==> config.mk <==
export PLATFORM = sky130hd
export DESIGN_NAME = conv_sched
export DESIGN_NICKNAME = d
export VERILOG_FILES = /design/src/rtl/conv_sched.sv
export SDC_FILE = /design/constraint.sdc
export NUM_CORES = 1
export LEC_CHECK = 0
export BUFFER_PORTS_ARGS = -buffer_cell sky130_fd_sc_hd__clkbuf_2
export CORE_UTILIZATION = 62
export CTS_CLUSTER_DIAMETER = 30
export DETAILED_ROUTE_END_ITERATION = 12
export PLACE_DENSITY = 0.83
export RECOVER_POWER = 50
export SLEW_MARGIN = 15
export SYNTH_ARGS = -nofsm -noshare
export SYNTH_HDL_FRONTEND = slang
export SYNTH_SLANG_ARGS = --single-unit
export TNS_END_PERCENT = 10
==> constraint.sdc <==
create_clock -name clk -period 10.5 [get_ports clk]
set_input_delay 3.15 -clock clk [delete_from_list [all_inputs] [get_ports clk]]
set_output_delay 3.15 -clock clk [all_outputs]
set_load 0.03 [all_outputs]
==> src/rtl/conv_sched.sv <==
// Conv datapath sequencer: counts operand cachelines, issues buffer reads once both
// operands are resident, and aligns result-buffer writes to the fixed datapath latency.
module conv_sched #(
   parameter int ADDR_W       = 8,
   parameter int BUFFER_DEPTH = 256,
   parameter int MIN_CL_COUNT = 12,
   parameter int RD_LAT       = 1,
   parameter int PIPE_LAT     = 12
) (
   input  logic              clk,
   input  logic              reset,
   input  logic              start,
   input  logic [ADDR_W:0]   num_lines,
   input  logic              abort,
   input  logic              cl_wr_valid,
   input  logic              buffer_select,
   input  logic              done_ack,
   output logic [ADDR_W-1:0] rd_addr,
   output logic              issue_valid,
   output logic              res_wr_en,
   output logic [ADDR_W-1:0] res_wr_addr,
   output logic              busy,
   output logic              done,
   output logic [15:0]       stall_count
);
   localparam int LAT   = RD_LAT + PIPE_LAT;
   localparam int CNT_W = ADDR_W + 1;
   localparam int IFL_W = $clog2(LAT + 1);
   localparam logic [CNT_W-1:0] MIN_CNT   = CNT_W'(MIN_CL_COUNT);
   localparam logic [CNT_W-1:0] DEPTH_CNT = CNT_W'(BUFFER_DEPTH);

   typedef enum logic [2:0] {IDLE, FILL, RUN, DRAIN, DONE} state_t;
   state_t state, state_nxt;

   logic [CNT_W-1:0]         len_q, data_cnt, wt_cnt, rd_ptr, thr;
   logic [LAT:1]             vld_pipe;
   logic [LAT:1][ADDR_W-1:0] addr_pipe;
   logic [IFL_W-1:0]         in_flight;
   logic                     counting, job_start;

   assign thr         = (len_q < MIN_CNT) ? len_q : MIN_CNT;
   assign counting    = (state == FILL) || (state == RUN) || (state == DRAIN);
   assign job_start   = (state == IDLE) && start && !abort;
   assign issue_valid = (state == RUN) && (rd_ptr < data_cnt) && (rd_ptr < wt_cnt);
   assign in_flight   = IFL_W'($countones(vld_pipe));

   assign rd_addr     = rd_ptr[ADDR_W-1:0];
   assign res_wr_en   = vld_pipe[LAT];
   assign res_wr_addr = addr_pipe[LAT];
   assign busy        = (state != IDLE);
   assign done        = (state == DONE);

   always_comb begin
      state_nxt = state;
      case (state)
         IDLE:    if (start) state_nxt = (num_lines == '0) ? DONE : FILL;
         FILL:    if (data_cnt >= thr && wt_cnt >= thr) state_nxt = RUN;
         RUN:     if (issue_valid && rd_ptr == len_q - CNT_W'(1)) state_nxt = DRAIN;
         // leave DRAIN as the final result retires, so DONE follows it directly
         DRAIN:   if (in_flight == IFL_W'(res_wr_en)) state_nxt = DONE;
         DONE:    if (done_ack) state_nxt = IDLE;
         default: state_nxt = IDLE;
      endcase
      if (abort) state_nxt = IDLE;
   end

   always_ff @(posedge clk or posedge reset) begin
      if (reset) begin
         state       <= IDLE;
         len_q       <= '0;
         data_cnt    <= '0;
         wt_cnt      <= '0;
         rd_ptr      <= '0;
         stall_count <= '0;
      end else begin
         state <= state_nxt;
         if (job_start) begin
            len_q       <= (num_lines > DEPTH_CNT) ? DEPTH_CNT : num_lines;
            data_cnt    <= '0;
            wt_cnt      <= '0;
            rd_ptr      <= '0;
            stall_count <= '0;
         end else begin
            if (counting && cl_wr_valid && !buffer_select && data_cnt < len_q)
               data_cnt <= data_cnt + CNT_W'(1);
            if (counting && cl_wr_valid && buffer_select && wt_cnt < len_q)
               wt_cnt <= wt_cnt + CNT_W'(1);
            if (issue_valid)
               rd_ptr <= rd_ptr + CNT_W'(1);
            else if (state == RUN && stall_count != 16'hFFFF)
               stall_count <= stall_count + 16'd1;
         end
      end
   end

   // fixed-latency tracker: position in the shift register is the op's age
   always_ff @(posedge clk or posedge reset) begin
      if (reset) begin
         vld_pipe  <= '0;
         addr_pipe <= '0;
      end else begin
         vld_pipe[1]  <= issue_valid && !abort;
         addr_pipe[1] <= rd_ptr[ADDR_W-1:0];
         for (int k = 2; k <= LAT; k++) begin
            vld_pipe[k]  <= vld_pipe[k-1] && !abort;
            addr_pipe[k] <= addr_pipe[k-1];
         end
      end
   end
endmodule

---- Yosys cells after proc, flatten, opt, wreduce, memory -nomap -nowiden ----
Index checks and enable logic that the tools add are counted.
operators by class
  equality and inequality tests ........... 13
  reductions and logical operators ........ 38
  add/sub/neg operators ................... 17
  muxes and demuxes ....................... 19
  order comparisons ....................... 8
operators by type and width
  kind                                                 count
  two-way mux 9 bit                                    8
  two-way mux 16 bit                                   3
  < comparator 9 bit                                   4
  adder 9 x 1 -> 9 bit (second input constant)         3
  logical AND 1 bit                                    25
  two-way mux 3 bit                                    7
  >= comparator 9 bit                                  2
  adder 16 x 1 -> 16 bit (second input constant)       1
  != test 16 bit (second input constant)               1
  one-hot mux 3 bit (5 select lines)                   1
  adder 1 x 1 -> 2 bit                                 6
  adder 2 x 2 -> 3 bit                                 3
  == test 9 bit                                        1
  > comparator 9 bit (second input constant)           1
  zero test 9 bit                                      1
  < comparator 9 x 4 -> 1 bit (second input constant)  1
  != test 3 x 2 -> 1 bit (second input constant)       3
  subtractor 9 x 1 -> 9 bit (second input constant)    1
  nonzero test 2 bit                                   4
  == test 3 x 2 -> 1 bit (second input constant)       2
  != test 3 bit (second input constant)                2
  AND reduction 5 bit                                  1
  adder 3 x 1 -> 4 bit                                 1
  adder 3 x 3 -> 4 bit                                 1
  other kinds (10)                                     12
storage, ports and cells
  output and inout bits ................... 36
  register bits ........................... 172

---- Logic depth before layout (Yosys ltp) ----
Gate-level depths: netlist of run 1.
  word-level depth ........................ 8
  depth in mapped cells ................... 15

---- Least setup slack after synthesis of run 1 ----
No wires, ideal clock.
  path kind ............................... register -> output
  start ................................... reg rd_ptr[6]
  end ..................................... out issue_valid
  stages on the path, launching flop included .. 9
  arrival ................................. 1.844 ns
  path slack .............................. 5.506 ns
  path buffers ............................ 2
  data required time ...................... 7.350 ns
  cell sequence ........................... dfrtp_1 ha_1 a21oi_1 o21ai_0 a21oi_1 o2111ai_2 inv_1 buf_2 buf_2
between the ends
  word-level cells in the longest chain between the ends .. 3
  elaborated cells on any way between the ends .. 4
  classes of those cells .................. order compare: 2; reduce/logical: 2
RTL lines
  what                    line  source
  from (decl)             35    logic [CNT_W-1:0] len_q, data_cnt, wt_cnt, rd_ptr, thr;
  from (signal assigned)  89    rd_ptr <= rd_ptr + CNT_W'(1);
  < comparator 9 bit      44    assign issue_valid = (state == RUN) && (rd_ptr < data_cnt) && (rd_ptr < wt_cnt);
  logical AND 1 bit       44
  logical AND 1 bit *     44
  to (decl)               19    output logic issue_valid,
Every way passes the cells marked *; elsewhere a longest branch is shown, timed or not.

---- Worst setup path in the final report of run 1 ----
  start ................................... reg state[1]
  end ..................................... out issue_valid
between the ends
  word-level cells in the longest chain between the ends .. 3
RTL lines
  what                             line  source
  from (decl)                      33    state_t state, state_nxt;
  from (signal assigned)           76    state <= state_nxt;
  == test 3 x 2 -> 1 bit           44
  logical AND 1 bit (2 in series)  44
Every way passes these cells.

==> impl_results.md, run 1 <==
* Die area at about 0.013 mm²
* # setup viols final at 0
* Crit Path Class: flip-flop to primary output
* Worst setup EP type: primary output
* Via/cell ratio at roughly 6
* Hold/Removal Path Class: flip-flop to flip-flop
* Worst hold margin at 347 ps
* H-tree Lvls at 4
* # IOs at 52
* Layout cells sized above 1 at between 10% and 20%
* Max frequency at between 150 and 200 MHz
* Max-slew violations at about 120
* Sum Neg Setup Slack at 0 ps
* Hold buffer count at CTS at 0
* 1st-pass router iterations at 6
* Post-CTS Setup Inserts at 0
* Status: finished, violations left
* Final hold violation count at 0
* CP Cell Sequence: inv_1 > nor3_1 > and3_1 > o2111ai_2 > inv_1 > clkbuf_2
* Core area at about 0.012 mm²
* Sw Ratio at around a third
* Routability cong. at ~0.95
* Final HPWL DP at approximately 11,000 µm
* Diode count at 0
* Pwr Density at 233 mW/mm²
* Worst skew pair latency at 420 ps
* Sequential power share at between 40% and 50%
* FF-to-FF Start: vld_pipe[6]
* Chip width at roughly 110 µm
* Relative slew slack at -236%
* Critical path data required time at between 7000 and 8000 ps
* Number of CTS-inserted buffers at 17
* Vias in the first global route at 5,516
* Combinational Power Share at 25.4%
* Seq. cell area at between 0.004 and 0.005 mm²
* CP peak stage delay at ~800 ps
* Post-synth ARST share at 100%
* Synthesis-to-finish area growth at 11.4%
* Drt wl/cell at around 19 µm
* Worst-Margin Slew at roughly 5000 ps
* Most used cell, CP: inv_1
* Initial DRC count at 457
* Post-synth EDFFs at 0
* Synthesized instance count at around 680
* Grt total ovfl at 0
* Top cell type by total area after synthesis: dfrtp_1
* Slowest cell on crit path: inv_1
* WHS Path Cells at 0
* Fin crit share at around 62%
* Area contributors post-synth: dfrtp_1 (56%), ha_1 (8.7%), a21oi_1 (2.6%)
* Hold wc startpoint: addr_pipe[52]
* DR DRC count at 0
* TritonCTS clock tree: done
* Mean Syn Cell Area at 11.4 µm²
* Delay-heaviest family, CP: buffers and inverters
* DRT Wirelength at between 15,000 and 20,000 µm
* Clock buffer depth at 2
* Initial Util at between 60% and 70%
* Initial antenna violation count at 0
* Max IR drop VDD at around 0.00013 V
* Main synth FF type: dfrtp_1
* Crit path from: state[1]
* Failing checks: capacitance limit, slew limit
* Tmin final at between 6000 and 7000 ps
* Register area share after synthesis at a little under three fifths
* Area of the multi-input gates at around 0.003 mm²
* Hold Path Sink: addr_pipe[60]
* Critical path peak fanout at 30
* Yosys cell types at 54
* CP Launch Type: flip-flop
* WP buf/inv at 3
* Seq cells post-synth at around 170
* Clock slew at reported path FFs at about 60 ps
* Reg2Reg Depth at 15
* Root Driver: clkbuf_16
* Internal power at roughly 0.0013 W
* Net Sw Power at 0.000700 W
* Layout net count at about 800
* Leakage at around 4.3 nW
* Unrepaired setup endpoints after global routing: false
* Synth top area share at a little under three fifths
* Post-CTS sizing at 0
* Filler cells at 858
* Height of the die at between 100 and 150 µm
* DR vias at around 5,400
* Synth warn at 0
* # rows at 40
* CTS sink cnt at 172
* Share of total power in the clock network at a little under a third
* R2r setup slk at ~5300 ps
* IO buf count at 51
* Critical path arrival at 3370 ps
* First-pass GRT wire length at ~28,000 µm
* Setup Skew at around 7.5 ps
* Synthesized area at about 0.0077 mm²
* R2r endpoint: state[0]
* Largest net degree at the start of global routing at 118
* Maxcap violations at 1
* Routed Antenna Nets at 0
* GR Util All Layers at 28.5%
-- state kept, by name, indices dropped and copies added (netlist names) --
register     flops
len_q            9
vld_pipe        13
addr_pipe       96
res_wr_addr      8
state            3
stall_count     16
wt_cnt           9
data_cnt         9
rd_ptr           9
-- layer usage --
layer / vias up / global-route usage [%] / wire length, µm
met5: - / 0 / 0
met4: 0 / 12.5 / 408
met3: 43 / 7.55 / 1140
met2: 250 / 48.5 / 8710
met1: 2680 / 34.2 / 6560
li1: 2469 / - / -
-- area by class of cell --
type                       count  area share (%)
timing repair buffer          53            3.12
multi-input combinational    430            35.6
sequential                   172            49.9
inverter                      52            2.28
clock buffer                  20            5.18
tap                          168            2.44
clock inverter                10            1.52
-- cells in the final DEF (no fill, tap or decap), types with 3 or more instances in the layout --
master and count:
a211oi_1 6, nand4_1 14, a21o_1 10, mux2i_1 14, dfrtp_1 172, inv_1 51, fa_1 8, and4_1 3
nand2b_1 6, o31ai_1 15, ha_1 54, or4_1 14, xnor2_1 10, clkbuf_2 50, xor2_1 4, o211ai_1 4
nand3_1 27, conb_1 10, nor3_1 9, or3_1 6, nand3b_1 9, nor2b_1 11, and2_1 5, and3_1 11
nor2_1 30, clkbuf_1 3, clkbuf_16 17, o21ai_0 28, nand2_1 44, a21oi_1 40, inv_6 4, nor4_1 9
-- synth_stat cells (4+ instances only) --
cell type	number
dfrtp_1	172
ha_1	54
inv_1	52
nand2_1	44
a21oi_1	40
nor2_1	30
o21ai_0	28
nand3_1	27
buf_4	17
clkbuf_1	15
o31ai_1	15
mux2i_1	14
nand4_1	14
or4_1	14
and3_1	11
nor2b_1	11
a21o_1	10
xnor2_1	10
nand3b_1	9
nor3_1	9
nor4_1	9
fa_1	8
a211oi_1	6
nand2b_1	6
or3_1	6
and2_1	5
o211ai_1	4
xor2_1	4
-- logic make-up (layout without fill, tap and decap cells) --
group	after synthesis	in the layout	synth area share, %
and+or+nand+nor	205	205	14.3
DFF	172	172	55.6
AOI/OAI and AO/OA	123	123	10.4
buffers and inverters	89	135	5.19
adders and majority gates	64	64	11.1
xor gates and xnor gates	14	14	1.58
muxes	14	14	1.81
other	1	10	0.0484
-- worst max-delay path by stage --
stage,cells past startpoint,end,slack (ps)
floorplan,1,addr_pipe[0],2690
global placement,6,issue_valid,4600
detailed placement,6,issue_valid,4460
CTS,6,issue_valid,4010
global route,2,wt_cnt[0],3100
finish,6,issue_valid,3980
-- per-stage QoR --
step,area [µm²],cells,power (W),util (%),setup WS [ps]
final,8630,905,0.00201,71.3,3980
after global routing,8630,905,0.00211,71.3,3100
after CTS,8630,905,0.00201,71.3,4010
after detailed placement,8060,875,0.00137,66.5,4460
after global placement,8060,875,0.00134,66.5,4600
after floorplan,7780,691,0.00124,-,2690
-- power groups by stage --
stage	Clock [W]	Sequential [W]	Combinational, W
detailed placement	0	0.000877	0.000492
global placement	0	0.000868	0.000471
CTS	0.000635	0.000872	0.000505
global route	0.000663	0.000886	0.000564
floorplan	0	0.000847	0.000394
finish	0.000626	0.000875	0.000511
Note: power is estimated with default switching activity, not from simulation.
==> inputs of run 2 (changes only) <==
--- a/config.mk
+++ b/config.mk
@@ -5,11 +5,12 @@
 export SDC_FILE = /design/constraint.sdc
 export NUM_CORES = 1
 export LEC_CHECK = 0
+export ABC_AREA = 1
 export BUFFER_PORTS_ARGS = -buffer_cell sky130_fd_sc_hd__clkbuf_2
-export CORE_UTILIZATION = 62
+export CORE_UTILIZATION = 55
 export CTS_CLUSTER_DIAMETER = 30
 export DETAILED_ROUTE_END_ITERATION = 12
-export PLACE_DENSITY = 0.83
+export PLACE_DENSITY = 0.78
 export RECOVER_POWER = 50
 export SLEW_MARGIN = 15
 export SYNTH_ARGS = -nofsm -noshare
==> constraint.sdc (replaced) <==
create_clock -name clk -period 5.7 [get_ports clk]
set_input_delay 1.71 -clock clk [delete_from_list [all_inputs] [get_ports clk]]
set_output_delay 1.71 -clock clk [all_outputs]
set_load 0.03 [all_outputs]
==> run 2 against run 1 <==
The flow still finishes with violations (capacitance limit, slew limit). Die area increased by 16%. Wire length decreased by 7.8%. Worst hold slack got worse by 2.2 ps. Global-route usage decreased by 5.8 points. Critical path depth increased by 1. First-iteration DRC count decreased by 10%. Highest routed layer unchanged. Via count increased by 2.8%. Count of clock-buffer cells in the layout decreased by 2. Synthesized cell count increased by 18%. Clock power increased by 84%. Sequential power increased by 76%.
==> impl_results.md, run 2 <==
* CP peak stage delay at between 900 and 1000 ps
* Post-place instance area at 0.00833 mm²
* Most frequent cells in the layout: dfrtp_1 (172), nand2_1 (130), inv_1 (95)
* Max reg flops at between 90 and 100
* Worst setup EP type: primary output
* Unrepaired setup endpoints after global routing: false
* Clock slew at reported path FFs at roughly 70 ps
* Height of the die at around 120 µm
* Post-CTS Setup Inserts at 0
* Relative slew slack at -48.4%
* Max IR drop VDD at 0.000207 V
* GR Util All Layers at around 23%
* Synthesis-to-finish area growth at 11.8%
* Worst-Margin Slew at ~2200 ps
* Initial DRC count at approximately 400
* Post-CTS sizing at 0
* Main synth FF type: dfrtp_1
* Hold/Removal Path Class: flip-flop to flip-flop
* Tmin final at roughly 4800 ps
* Die area at between 0.01 and 0.015 mm²
* Max-slew violations at approximately 170
* Routability cong. at about 0.87
* TritonCTS clock tree: done
* CP Cell Sequence: ha_1 > a21oi_1 > o21ai_0 > nand2_1 > nand4_2 > nor2_1 > clkbuf_2
* Via/cell ratio at 5.33
* Initial Util at between 50% and 60%
* Failing checks: capacitance limit, slew limit
* # rows at between 40 and 50
* Final HPWL DP at 10,500 µm
* Worst skew pair latency at 430 ps
* Grt total ovfl at 0
* Critical path peak fanout at 15
* Largest net degree at the start of global routing at ~170
* H-tree Lvls at 4
* Crit path from: rd_ptr[4]
* DRT Wirelength at approximately 15,000 µm
* 1st-pass router iterations at 5
* DR vias at 5,595
* Post-synth EDFFs at 0
* Vias in the first global route at 5,283
* Top cell type by total area after synthesis: dfrtp_1
* Pwr Density at 426 mW/mm²
* Layout cells sized above 1 at a little over an eighth
* Drt wl/cell at ~15 µm
* Leakage at roughly 4.6 nW
* Max frequency at 210 MHz
* Status: finished, violations left
* Synth top area share at 54.1%
* DR DRC count at 0
* Critical path arrival at 3050 ps
* Clock buffer depth at 2
* Slowest cell on crit path: nor2_1
* Fin crit share at a little over four fifths
* First-pass GRT wire length at roughly 25,000 µm
* Commonest cells post-synth: dfrtp_1 (172), nand2_1 (130), inv_1 (96)
* Routed Antenna Nets at 0
* # IOs at 52
* Setup Skew at ~8.2 ps
* Area contributors post-synth: dfrtp_1 (54%), ha_1 (8.5%), nand2_1 (6.1%)
* Final Cell Area at 0.00890 mm²
* Chip width at approximately 120 µm
* Sum Neg Setup Slack at 0 ps
* # setup viols final at 0
* Synthesized instance count at ~800
* Core area at approximately 0.014 mm²
* Finished Core Util at between 60% and 70%
* Crit Path Class: flip-flop to primary output
* Regs by FF count: addr_pipe (96), stall_count (16), vld_pipe (13)
* Layout net count at just over 900
* Most common cell in the netlist: dfrtp_1
* Maxcap violations at 1
* Hold buffer count at CTS at 0
* Register area share after synthesis at a little over half
* CP Launch Type: flip-flop
* IO buf count at 51
* Mean Syn Cell Area at roughly 10 µm²
* Initial antenna violation count at 0
* Most common cell after layout, fill and taps aside: dfrtp_1
* Hold wc startpoint: addr_pipe[75]
* Diode count at 0
* Yosys cell types at 49
* Post-synth ARST share at 100%
* Number of CTS-inserted buffers at 17
* Filler cells at 1,127
* Synth warn at 0
* Seq cells post-synth at about 170
* Reg with most FFs: addr_pipe
* CTS sink cnt at about 170
* Root Driver: clkbuf_16
* Critical path data required time at 3990 ps
* Synthesized area at roughly 0.008 mm²
* Final hold violation count at 0
* FF-to-FF Start: vld_pipe[1]
run 2: cell types whose count changed after synthesis, moves of 12 or more:
cell and delta:
o21ai_0 +17, nor2_1 +36, or4_1 -14, mux2i_1 -14, nand3_1 +18, inv_1 +44, nand2_1 +86, clkbuf_1 -12
run 2: routing by layer:
metal | vias up | global-route usage (%) | share of wire, %
li1 | 2703 | - | -
met1 | 2698 | 29.1 | 45
met2 | 166 | 36.0 | 47
met3 | 28 | 6.74 | 5.5
met4 | 0 | 9.22 | 2.0
met5 | - | 0 | 0
run 2: final timing paths:
| kind | endpoint | slack (ps) | cells after the start |
|---|---|---|---|
| max | issue_valid | 940 | 7 |
| min | addr_pipe[83] | 340 | 0 |
| max reg2reg | state[0] | 1570 | 17 |
| min reg2reg | addr_pipe[83] | 340 | 0 |
| max in group asynchronous | addr_pipe[21] | 2220 | 3 |
| min in group asynchronous | stall_count[14] | 2140 | 3 |
run 2: power breakdown:
group	total [W]	internal (W)	switching [W]
logic	0.00110	0.000363	0.000733
registers	0.00154	0.00138	0.000159
clock network	0.00115	0.000656	0.000498
total	0.00379	0.00240	0.00139
run 2: layout make-up:
class                           instances  area, µm²  share of cell area, %
Clock buffer                           18        429                   4.82
Multi-Input combinational cell        509       3110                   35.0
Tap cell                              180        225                   2.53
Sequential cell                       172       4300                   48.4
Timing Repair Buffer                   53        268                   3.01
Clock inverter                         14        164                   1.84
Inverter                              104        397                   4.46
run 2: through the flow:
stage | setup slack (ps) | total power (W) | cells | hold WS, ps
6_report | 944 | 0.00379 | 1050 | 345
5_1_grt | 769 | 0.00404 | 1050 | 351
4_1_cts | 1530 | 0.00382 | 1050 | 346
3_5_place_dp | 1570 | 0.00265 | 1018 | 335
3_3_place_gp | 1640 | 0.00261 | 1018 | 331
2_1_floorplan | 1760 | 0.00240 | 811 | 331
run 2: critical path: cells and delay by family (launching register included):
| family | cells | cell delay (ps) |
|---|---|---|
| flip-flops | 1 | 590 |
| AND/OR/NAND/NOR | 3 | 1080 |
| AO/OA/AOI/OAI | 2 | 240 |
| buffers and inverters | 1 | 370 |
| adder cells (fa/ha/maj) | 1 | 320 |
run 2: kinds of logic after synthesis:
logic type	count (synthesis)	synth area share, %
AND/OR/NAND/NOR	302	17.9
flip-flops	172	54.1
buffers and inverters	130	7.17
AO/OA/AOI/OAI	114	8.03
adder cells (fa/ha/maj)	62	10.5
XOR/XNOR	21	2.31
other	1	0.0471
==> inputs of run 3 (changes only) <==
--- a/config.mk
+++ b/config.mk
@@ -7,10 +7,10 @@
 export LEC_CHECK = 0
 export ABC_AREA = 1
 export BUFFER_PORTS_ARGS = -buffer_cell sky130_fd_sc_hd__clkbuf_2
-export CORE_UTILIZATION = 55
+export CORE_UTILIZATION = 61
 export CTS_CLUSTER_DIAMETER = 30
 export DETAILED_ROUTE_END_ITERATION = 12
-export PLACE_DENSITY = 0.78
+export PLACE_DENSITY = 0.82
 export RECOVER_POWER = 50
 export SLEW_MARGIN = 15
 export SYNTH_ARGS = -nofsm -noshare
==> constraint.sdc (replaced) <==
create_clock -name clk -period 5 [get_ports clk]
set_input_delay 1.5 -clock clk [delete_from_list [all_inputs] [get_ports clk]]
set_output_delay 1.5 -clock clk [all_outputs]
set_load 0.03 [all_outputs]
==> run 3 against run 2 <==
The flow still finishes with violations (capacitance limit, slew limit). Design area increased by 0.21%. Sequential power increased by 15%. Combinational power increased by 21%. Register-to-register slack got worse by 810 ps. Clock skew increased by 5.4 ps. Power increased by 18%. Core utilization increased by 6.8 points. Clock power increased by 18%. Critical path depth increased by 10. Cell count decreased by 0.76%. Highest routed layer unchanged.
==> impl_results.md, run 3 (same netlist as run 2, synthesis figures left out) <==
* Status: finished, violations left
* Tmin final at ~4200 ps
* Initial antenna violation count at 0
* Area of the multi-input gates at 0.00312 mm²
* Regs by FF count: addr_pipe (96), stall_count (16), vld_pipe (13)
* DR DRC count at 0
* Critical path peak fanout at 4
* Routability cong. at 0.868
* Final HPWL DP at 11,700 µm
* IO buf count at a little over 50
* Sw Ratio at a little under two fifths
* CP Cell Sequence: fa_1 > fa_1 > inv_1 > fa_1 > fa_1 > inv_1 > fa_1 > inv_1 > fa_1 > nor3b_1 > nand3_1 > a21oi_1 > nor2_1 > a21oi_4 > nand2_1 > nand2_1 > nand2_1
* Sequential power share at around 40%
* Leakage at approximately 4.6 nW
* Slowest cell on crit path: fa_1
* WP buf/inv at 3
* WHS Path Cells at 0
* # rows at 41
* Largest net degree at the start of global routing at around 150
* Share of total power in the clock network at between 30% and 40%
* DRT Wirelength at about 19,000 µm
* Max frequency at around 240 MHz
* Number of CTS-inserted buffers at 17
* Max-slew violations at between 150 and 200
* Height of the die at 116 µm
* Critical path data required time at about 5300 ps
* CTS sink cnt at 172
* Chip width at about 120 µm
* CP Launch Type: flip-flop
* CP peak stage delay at 530 ps
* Diode count at 0
* Clock slew at reported path FFs at roughly 70 ps
* Fin crit share at approximately 85%
* Delay-heaviest family, CP: adder cells
* Most common cell after layout, fill and taps aside: dfrtp_1
* Most used cell, CP: fa_1
* Reg2Reg Depth at 17
* Synthesis-to-finish area growth at 12.0%
* Worst-Margin Slew at between 1500 and 2000 ps
* Internal power at 0.00276 W
* Net Sw Power at between 0.0015 and 0.002 W
* GR Util All Layers at between 20% and 30%
* Core area at roughly 0.013 mm²
* Setup Skew at 13.7 ps
* Drt wl/cell at 17.8 µm
* Seq. cell area at roughly 0.0043 mm²
* Crit Path Class: flip-flop to flip-flop
* Combinational Power Share at between 20% and 30%
* Hold buffer count at CTS at 0
* Maxcap violations at 1
* Total power at ~0.0045 W
* Pwr Density at around 500 mW/mm²
* First-pass GRT wire length at between 20,000 and 30,000 µm
* DR vias at around 6,000
* Grt total ovfl at 0
* Failing checks: capacitance limit, slew limit
* Post-CTS Setup Inserts at 0
* Worst setup EP type: flip-flop
* Initial DRC count at a little over 600
* Max reg flops at 96
* Clock buffer depth at 2
* 1st-pass router iterations at 6
* Worst skew pair latency at 440 ps
* Root Driver: clkbuf_16
* Final Cell Area at approximately 0.009 mm²
* # setup viols final at 0
* Post-CTS sizing at 0
* Max IR drop VDD at ~0.00028 V
* # IOs at 52
* Initial Util at around 63%
* Routed Antenna Nets at 0
* Final hold violation count at 0
* Layout net count at just over 900
* Relative slew slack at -28.8%
* H-tree Lvls at 4
* Die area at about 0.014 mm²
* Hold/Removal Path Class: flip-flop to flip-flop
* Layout cells sized above 1 at roughly 14%
* Reg with most FFs: addr_pipe
* Via/cell ratio at 5.72
* Most frequent cells in the layout: dfrtp_1 (172), nand2_1 (130), inv_1 (95)
* Post-place instance area at 0.00832 mm²
* Critical path arrival at ~4600 ps
* Vias in the first global route at ~6,000
* TritonCTS clock tree: done
* Crit path depth at 17
* Sum Neg Setup Slack at 0 ps
* Filler cells at 853
* Unrepaired setup endpoints after global routing: false
run 3: cell count changes in the layout (fill, tap and decap cells not counted):
cell        before  now
clkbuf_1         3    1
clkinv_2         3    1
inv_8            2    4
clkbuf_2        49   50
clkbuf_8         0    1
clkinv_4         2    1
clkinvlp_2       0    1
clkinvlp_4       3    2
inv_6            2    3
nor2_1          67   66
nor2_4           1    2
run 3: area by class of cell:
type,count,share of cell area [%]
flip-flops and latches,172,48.3
well taps,172,2.41
inverters,104,4.42
clock inverters,14,1.98
multi-input cells,509,35.0
repair buffers,53,3.02
clock buffers,18,4.92
run 3: path summary, 6_finish.rpt:
path | endpoint | start | slack (ps)
max in group asynchronous | addr_pipe[18] | reset | 1320
min in group asynchronous | vld_pipe[12] | reset | 1210
setup / recovery | state[0] | vld_pipe[1] | 760
setup reg to reg | state[0] | vld_pipe[1] | 760
hold / removal | addr_pipe[35] | addr_pipe[27] | 340
hold reg to reg | addr_pipe[35] | addr_pipe[27] | 340
run 3: through the flow:
step                      worst slack, ps  utilization, %  hold WS, ps  cells
final                                 759            70.4          342   1042
after floorplan                      1060               -          331    811
after CTS                             801            70.5          347   1042
after global routing                  595            70.4          354   1042
after global placement                944            65.7          331   1010
after detailed placement              879            65.7          335   1010
run 3: layer usage:
layer  share of wire, %  vias up  wire length, µm  track usage, %
met1                 39     2847             7240            35.7
met2                 50      321             9280            50.8
met3                6.2       85             1150            6.90
li1                   -     2707                -               -
met4                4.5        0              828            15.9
met5                  0        -                0               0
run 3: worst reg2reg max path: cells and delay by family (launching register included):
kind                     cells  cell delay (ps)
buffers and inverters        3              190
adder cells (fa/ha/maj)      6             2620
AO/OA/AOI/OAI                2              360
AND/OR/NAND/NOR              6              600
flip-flops                   1              400
run 3: power groups by stage:
stage,Combinational [W],Sequential [W],Clock [W]
finish,0.00133,0.00177,0.00136
floorplan,0.000997,0.00174,0
global placement,0.00120,0.00177,0
detailed placement,0.00126,0.00178,0
CTS,0.00131,0.00176,0.00138
global route,0.00148,0.00179,0.00143
